[src/rtl/guess_game_ctrl.sv]
// Two-player number-guessing sequencer. It edge-detects the front-panel buttons,
// records player A's secret, then scores up to MAX_TURNS guesses from player B.
module guess_game_ctrl #(
   parameter int MAX_LEN   = 7,
   parameter int MIN_LEN   = 4,
   parameter int MAX_TURNS = 3
) (
   input  logic       clk,
   input  logic       reset,
   input  logic       I1,
   input  logic       I2,
   input  logic       I3,
   input  logic       I4,
   input  logic       enter,
   output logic [2:0] state,
   output logic [3:0] numa,
   output logic [3:0] numb,
   output logic [1:0] turn,
   output logic [6:0] suc,
   output logic       win,
   output logic       lose,
   output logic       equal,
   output logic       bigger,
   output logic       smaller
);

   localparam logic [3:0] LP_MAX_LEN   = 4'(MAX_LEN);
   localparam logic [3:0] LP_MIN_LEN   = 4'(MIN_LEN);
   localparam logic [1:0] LP_MAX_TURNS = 2'(MAX_TURNS);

   typedef enum logic [2:0] {
      ST_ENTER_A = 3'd0,
      ST_ENTER_B = 3'd1,
      ST_CHECK   = 3'd2,
      ST_WON     = 3'd3,
      ST_LOST    = 3'd4
   } state_t;

   state_t                    r_state;
   state_t                    w_state_next;
   logic [4:0]                r_prev;
   logic [3:0]                r_numa;
   logic [3:0]                r_numb;
   logic [1:0]                r_turn;
   logic [6:0]                r_suc;
   logic                      r_win;
   logic                      r_lose;
   logic                      r_equal;
   logic                      r_bigger;
   logic                      r_smaller;
   logic [MAX_LEN-1:0]        r_sec_vld;
   logic [MAX_LEN-1:0][1:0]   r_sec_code;
   logic [MAX_LEN-1:0]        r_gss_vld;
   logic [MAX_LEN-1:0][1:0]   r_gss_code;

   logic [3:0] w_sym_press;
   logic       w_enter_press;
   logic       w_sym_valid;
   logic [1:0] w_sym_code;
   logic [6:0] w_suc;
   logic       w_win_n;
   logic [1:0] w_turn_inc;
   logic       w_last_turn;
   logic       w_store_a;
   logic       w_store_b;
   logic       w_do_check;
   logic       w_restart;

   assign w_sym_press   = {I4, I3, I2, I1} & ~r_prev[3:0];
   assign w_enter_press = enter & ~r_prev[4];

   // Only a lone symbol press counts; simultaneous presses are all dropped.
   always_comb begin
      w_sym_valid = 1'b1;
      w_sym_code  = 2'd0;
      case (w_sym_press)
         4'b0001: w_sym_code = 2'd0;
         4'b0010: w_sym_code = 2'd1;
         4'b0100: w_sym_code = 2'd2;
         4'b1000: w_sym_code = 2'd3;
         default: w_sym_valid = 1'b0;
      endcase
   end

   genvar gi;
   generate
      for (gi = 0; gi < 7; gi++) begin : g_suc
         if (gi < MAX_LEN) begin : g_slot
            assign w_suc[gi] = (r_sec_vld[gi] == r_gss_vld[gi]) &&
                               (!r_sec_vld[gi] || (r_sec_code[gi] == r_gss_code[gi]));
         end else begin : g_pad
            assign w_suc[gi] = 1'b1;
         end
      end
   endgenerate

   assign w_win_n     = &w_suc;
   assign w_turn_inc  = r_turn + 2'd1;
   assign w_last_turn = (w_turn_inc == LP_MAX_TURNS);

   always_ff @(posedge clk or negedge reset) begin
      if (!reset) r_state <= ST_ENTER_A;
      else        r_state <= w_state_next;
   end

   always_comb begin
      w_state_next = r_state;
      w_store_a    = 1'b0;
      w_store_b    = 1'b0;
      w_do_check   = 1'b0;
      w_restart    = 1'b0;
      case (r_state)
         ST_ENTER_A: begin
            if (w_sym_valid) begin
               w_store_a = 1'b1;
               if (r_numa + 4'd1 == LP_MAX_LEN) w_state_next = ST_ENTER_B;
            end else if (w_enter_press && r_numa >= LP_MIN_LEN) begin
               w_state_next = ST_ENTER_B;
            end
         end
         ST_ENTER_B: begin
            // A symbol press always shadows a coincident enter, even when the guess is full.
            if (w_sym_valid) begin
               if (r_numb < LP_MAX_LEN) w_store_b = 1'b1;
            end else if (w_enter_press && r_numb >= LP_MIN_LEN) begin
               w_state_next = ST_CHECK;
            end
         end
         ST_CHECK: begin
            w_do_check = 1'b1;
            if (w_win_n)          w_state_next = ST_WON;
            else if (w_last_turn) w_state_next = ST_LOST;
            else                  w_state_next = ST_ENTER_B;
         end
         ST_WON, ST_LOST: begin
            if (w_enter_press) begin
               w_restart    = 1'b1;
               w_state_next = ST_ENTER_A;
            end
         end
         default: w_state_next = ST_ENTER_A;
      endcase
   end

   always_ff @(posedge clk or negedge reset) begin
      if (!reset) begin
         r_prev     <= '0;
         r_numa     <= '0;
         r_numb     <= '0;
         r_turn     <= '0;
         r_suc      <= '0;
         r_win      <= 1'b0;
         r_lose     <= 1'b0;
         r_equal    <= 1'b0;
         r_bigger   <= 1'b0;
         r_smaller  <= 1'b0;
         r_sec_vld  <= '0;
         r_sec_code <= '0;
         r_gss_vld  <= '0;
         r_gss_code <= '0;
      end else begin
         // Edge registers keep tracking the buttons across a restart so a held key cannot re-fire.
         r_prev <= {enter, I4, I3, I2, I1};
         if (w_restart) begin
            r_numa     <= '0;
            r_numb     <= '0;
            r_turn     <= '0;
            r_suc      <= '0;
            r_win      <= 1'b0;
            r_lose     <= 1'b0;
            r_equal    <= 1'b0;
            r_bigger   <= 1'b0;
            r_smaller  <= 1'b0;
            r_sec_vld  <= '0;
            r_sec_code <= '0;
            r_gss_vld  <= '0;
            r_gss_code <= '0;
         end else begin
            if (w_store_a) begin
               r_sec_vld[r_numa[2:0]]  <= 1'b1;
               r_sec_code[r_numa[2:0]] <= w_sym_code;
               r_numa                  <= r_numa + 4'd1;
            end
            if (w_store_b) begin
               r_gss_vld[r_numb[2:0]]  <= 1'b1;
               r_gss_code[r_numb[2:0]] <= w_sym_code;
               r_numb                  <= r_numb + 4'd1;
            end
            if (w_do_check) begin
               r_suc     <= w_suc;
               r_smaller <= (r_numb > r_numa);
               r_equal   <= (r_numb == r_numa);
               r_bigger  <= (r_numb < r_numa);
               if (r_turn != LP_MAX_TURNS) r_turn <= w_turn_inc;
               r_win     <= w_win_n;
               r_lose    <= !w_win_n && w_last_turn;
               if (!w_win_n && !w_last_turn) begin
                  r_numb     <= '0;
                  r_gss_vld  <= '0;
                  r_gss_code <= '0;
               end
            end
         end
      end
   end

   assign state   = r_state;
   assign numa    = r_numa;
   assign numb    = r_numb;
   assign turn    = r_turn;
   assign suc     = r_suc;
   assign win     = r_win;
   assign lose    = r_lose;
   assign equal   = r_equal;
   assign bigger  = r_bigger;
   assign smaller = r_smaller;

endmodule

[config.mk]
export PLATFORM = sky130hd
export DESIGN_NAME = guess_game_ctrl
export DESIGN_NICKNAME = d
export VERILOG_FILES = /design/src/rtl/guess_game_ctrl.sv
export SDC_FILE = /design/constraint.sdc
export NUM_CORES = 1
export LEC_CHECK = 0
export ABC_AREA = 1
export CAP_MARGIN = 30
export CORE_MARGIN = 2
export CORE_UTILIZATION = 58
export CTS_CLUSTER_DIAMETER = 40
export DETAILED_ROUTE_END_ITERATION = 8
export GPL_TIMING_DRIVEN = 0
export PLACE_DENSITY_LB_ADDON = 0.08
export SYNTH_ARGS = -nofsm -noshare
export SYNTH_HDL_FRONTEND = slang
export SYNTH_SLANG_ARGS = --single-unit
[constraint.sdc]
create_clock -name clk -period 1.8 [get_ports clk]
set_input_delay 0.54 -clock clk [delete_from_list [all_inputs] [get_ports clk]]
set_output_delay 0.54 -clock clk [all_outputs]
set_load 0.01 [all_outputs]
==> results.md <==
- Status: finished, final reports clean
- Crit path max-delay family: buffers and inverters
- Number of global-route vias before repair: about 3400
- Post-synthesis register bit count: 72
- Worst-Skew Late Latency: approximately 350 ps
- Crit path buffers/inverters: 1
- Clk pwr share: approximately 16%
- Commonest non-fill, non-tap cell in the layout: nand2_1
- Antenna diodes: 0
- Total Neg Setup Slack: 0 ps
- Ports: 32
- Dpl ws: -645 ps
- DP Wirelength: ~6.5 mm
- Worst r2r path cells: 11
- Drt drc: 0
- Terminus of the critical flop-to-flop path: r_gss_vld[4]$_DFF_PN0_
- GRT overflow: 0
- Vias: between 3000 and 4000
- Pwr/cell area: roughly 1700 nW/um^2
- Iter 0 DRT Violations: ~270
- Critical R2R Launch: r_prev[1]$_DFF_PN0_
- Num CTS Buffers: 9
- CP max FO: 2
- Fmax: about 560 MHz
- WL met3: 613 um
- Global router's overall resource usage: 28.3%
- Worst Setup End Kind: output pin
- Sw Pwr: 0.00361 W
- Switching share of power: a little over two fifths
- Maximum vdd drop: about 0.95 mV
- Detailed Routing Iterations Pass 1: 5
- Routability congestion estimate from global placement: 0.887
- Warnings from Yosys: 0
- Initial Utilization: between 50% and 60%
- Largest net degree at the start of global routing: 73
- Syn Inst Count: 500
- First-pass GRT wire length: ~16 mm
- Syn Nets: ~520
- Max layer used: met4
- Internal Dissipation: between 0.004 and 0.005 W
- Crit share post-route: a little over nine tenths
- Die Wd: 86.5 um
- Worst Skew: 6.92 ps
- CP Launch Type: flip-flop
- CP cell instances: clkdlybuf4s50_1
- Final Power: about 0.0084 W
- Worst-path clk slew: roughly 80 ps
- Final Hold Fails: 0
- CP arrival: 1230 ps
- Initial antenna violation count: 0
- Type of the worst min-delay path: input pin to asynchronous set/reset pin
- Count of different cell masters after synthesis: 32
- Layout cells sized above 1: 21.7%
- Average cell area after synthesis: around 8 um^2
- Std cell rows: 30
- Critical path's slowest cell: clkdlybuf4s50_1
- Final wirelength: between 10 and 15 mm
- Die span in y: 86.5 um
- Final #Nets: 579
- Slew @ Worst Pin: between 900 and 1000 ps
- M1 wire length: around 4.3 mm
- R2r setup slk: 70 ps
- Area delta synth->final: 24.4%
- Placed insts: a little over 600
- CTS tree: yes
- Seq/Total Area, Yosys: 45.7%
- Seq pwr share: 32.1%
- Synth area leader: dfrtp_1
- I/O Buffers: 31
- Setup CP Type: flip-flop to output pin
- CTS max path bufs: 2
- H-tree Lvls: 3
- Leak: ~2.6 nW
- Largest cells by area after synthesis: dfrtp_1 46%, nand2_1 9.6%, inv_1 7.1%
- Max cap viols: 0
- Remaining antenna violation count after routing: 0
- Setup-failing EPs final: 0
- Die area: roughly 7500 um^2
- Final setup margin: between 20 and 30 ps
- Top-area cell type share of the netlist area: 45.7%
- Cell area after synthesis: a little under 4000 um^2
- Hold slack: around 310 ps
- CTS Sinks: a little over 70
- Metal2 WL: 4.92 mm
- Root Driver: clkbuf_8
- WL per Instance: 15.6 um
- Logic pwr share: between 50% and 60%
- Slew HR: roughly two fifths
- RSZ-0062 raised after global routing: true
- Max Slew Vio Count: 0
- Most frequent cells in the layout: 97 x nand2_1, 72 x inv_1, 66 x dfrtp_1, 50 x nor2_1, 30 x nor2_2
- Max stage delay on crit path: 530 ps
- Final Instance Count excl. Fillers: roughly 650
- Routed vias/inst: approximately 5.4
- Final critical-path required period: 1770 ps
- Critical Path RT: 1260 ps
- Core area: between 6000 and 7000 um^2
-- synth_stat cells, drive strengths merged --
| master | instances |
|---|---|
| clkbuf | 1 |
| dfrtp | 72 |
| nor3 | 8 |
| xnor2 | 2 |
| xor2 | 4 |
| nand2 | 108 |
| a21oi | 32 |
| ha | 9 |
| o21bai | 1 |
| or2 | 7 |
| o22ai | 8 |
| o211ai | 3 |
| inv | 80 |
| nor2 | 83 |
| mux2i | 4 |
| buf | 9 |
| o21ai | 43 |
| nand3 | 26 |
-- cell families (layout without fill, tap and decap cells) --
group                      count (synthesis)  after routing  share of synthesized area, %
buffers and inverters                     90            158                          9.77
DFF                                       72             72                          45.7
muxes                                      4              4                          1.02
xor gates and xnor gates                   6              6                          1.33
and+or+nand+nor                          232            232                          27.5
adders and majority gates                  9              9                          2.86
AOI/OAI and AO/OA                         87             87                          11.9
-- layout make-up --
class                           instances  area, um^2
Inverter                               80         307
Sequential cell                        72        1810
Timing Repair Buffer                   52         549
Tap cell                               80         100
Multi-Input combinational cell        338        1830
Clock inverter                          6        67.6
Fill cell                             526        1780
Buffer                                 10         100
Clock buffer                           10         138
-- worst max-delay path by stage --
stage	start	end	slack [ps]	cells past startpoint
final	numa[3]$_DFFE_PN0P_	numa[3]	30	1
after global routing	r_sec_vld[0]$_DFFE_PN0P_	numb[1]$_DFF_PN0_	-10	11
after CTS	numb[1]$_DFF_PN0_	numb[1]	0.6	1
after detailed placement	I2	r_gss_code[10]$_DFF_PN0_	-650	8
after global placement	reset	r_gss_code[8]$_DFF_PN0_	-2290	1
after floorplan	I4	r_gss_code[9]$_DFF_PN0_	230	9
-- flip-flops by register name (all words and copies together) (netlist names), 2 cells and up --
signal	count
r_sec_vld	7
r_gss_vld	7
numb	4
state	3
turn	2
numa	4
suc	7
r_prev	5
r_sec_code	14
r_gss_code	14
-- power groups by stage --
stage          clock, W  combinational [W]  sequential (W)
6_report        0.00133            0.00436         0.00269
5_1_grt         0.00142            0.00484         0.00276
4_1_cts         0.00134            0.00426         0.00266
3_5_place_dp          0            0.00385         0.00279
3_3_place_gp          0            0.00372         0.00276
2_1_floorplan         0            0.00262         0.00279
-- per-stage QoR --
stage	utilization [%]	area, um^2
6_report	73.4	4900
5_1_grt	73.4	4900
4_1_cts	71.7	4790
3_5_place_dp	65.1	4350
3_3_place_gp	65.2	4350
2_1_floorplan	-	3940
-- metal layers --
metal	up-vias	track usage, %
li1	1702	-
met1	1666	37.3
met3	26	5.24
met4	0	11.2
met2	113	46.4
met5	-	0
-- timing repair --
| action | in CTS | in global routing |
|---|---|---|
| endpoints found under the hold margin | 0 | 0 |
| cloned | 1 | 0 |
| buffers inserted | 17 | 4 |
| hold buffers | 0 | 0 |
| resized for setup | 36 | 30 |
| pin swaps | 10 | 4 |
| endpoints found under the setup margin | 69 | 52 |
No activity file was read; power rests on OpenSTA's default activity.
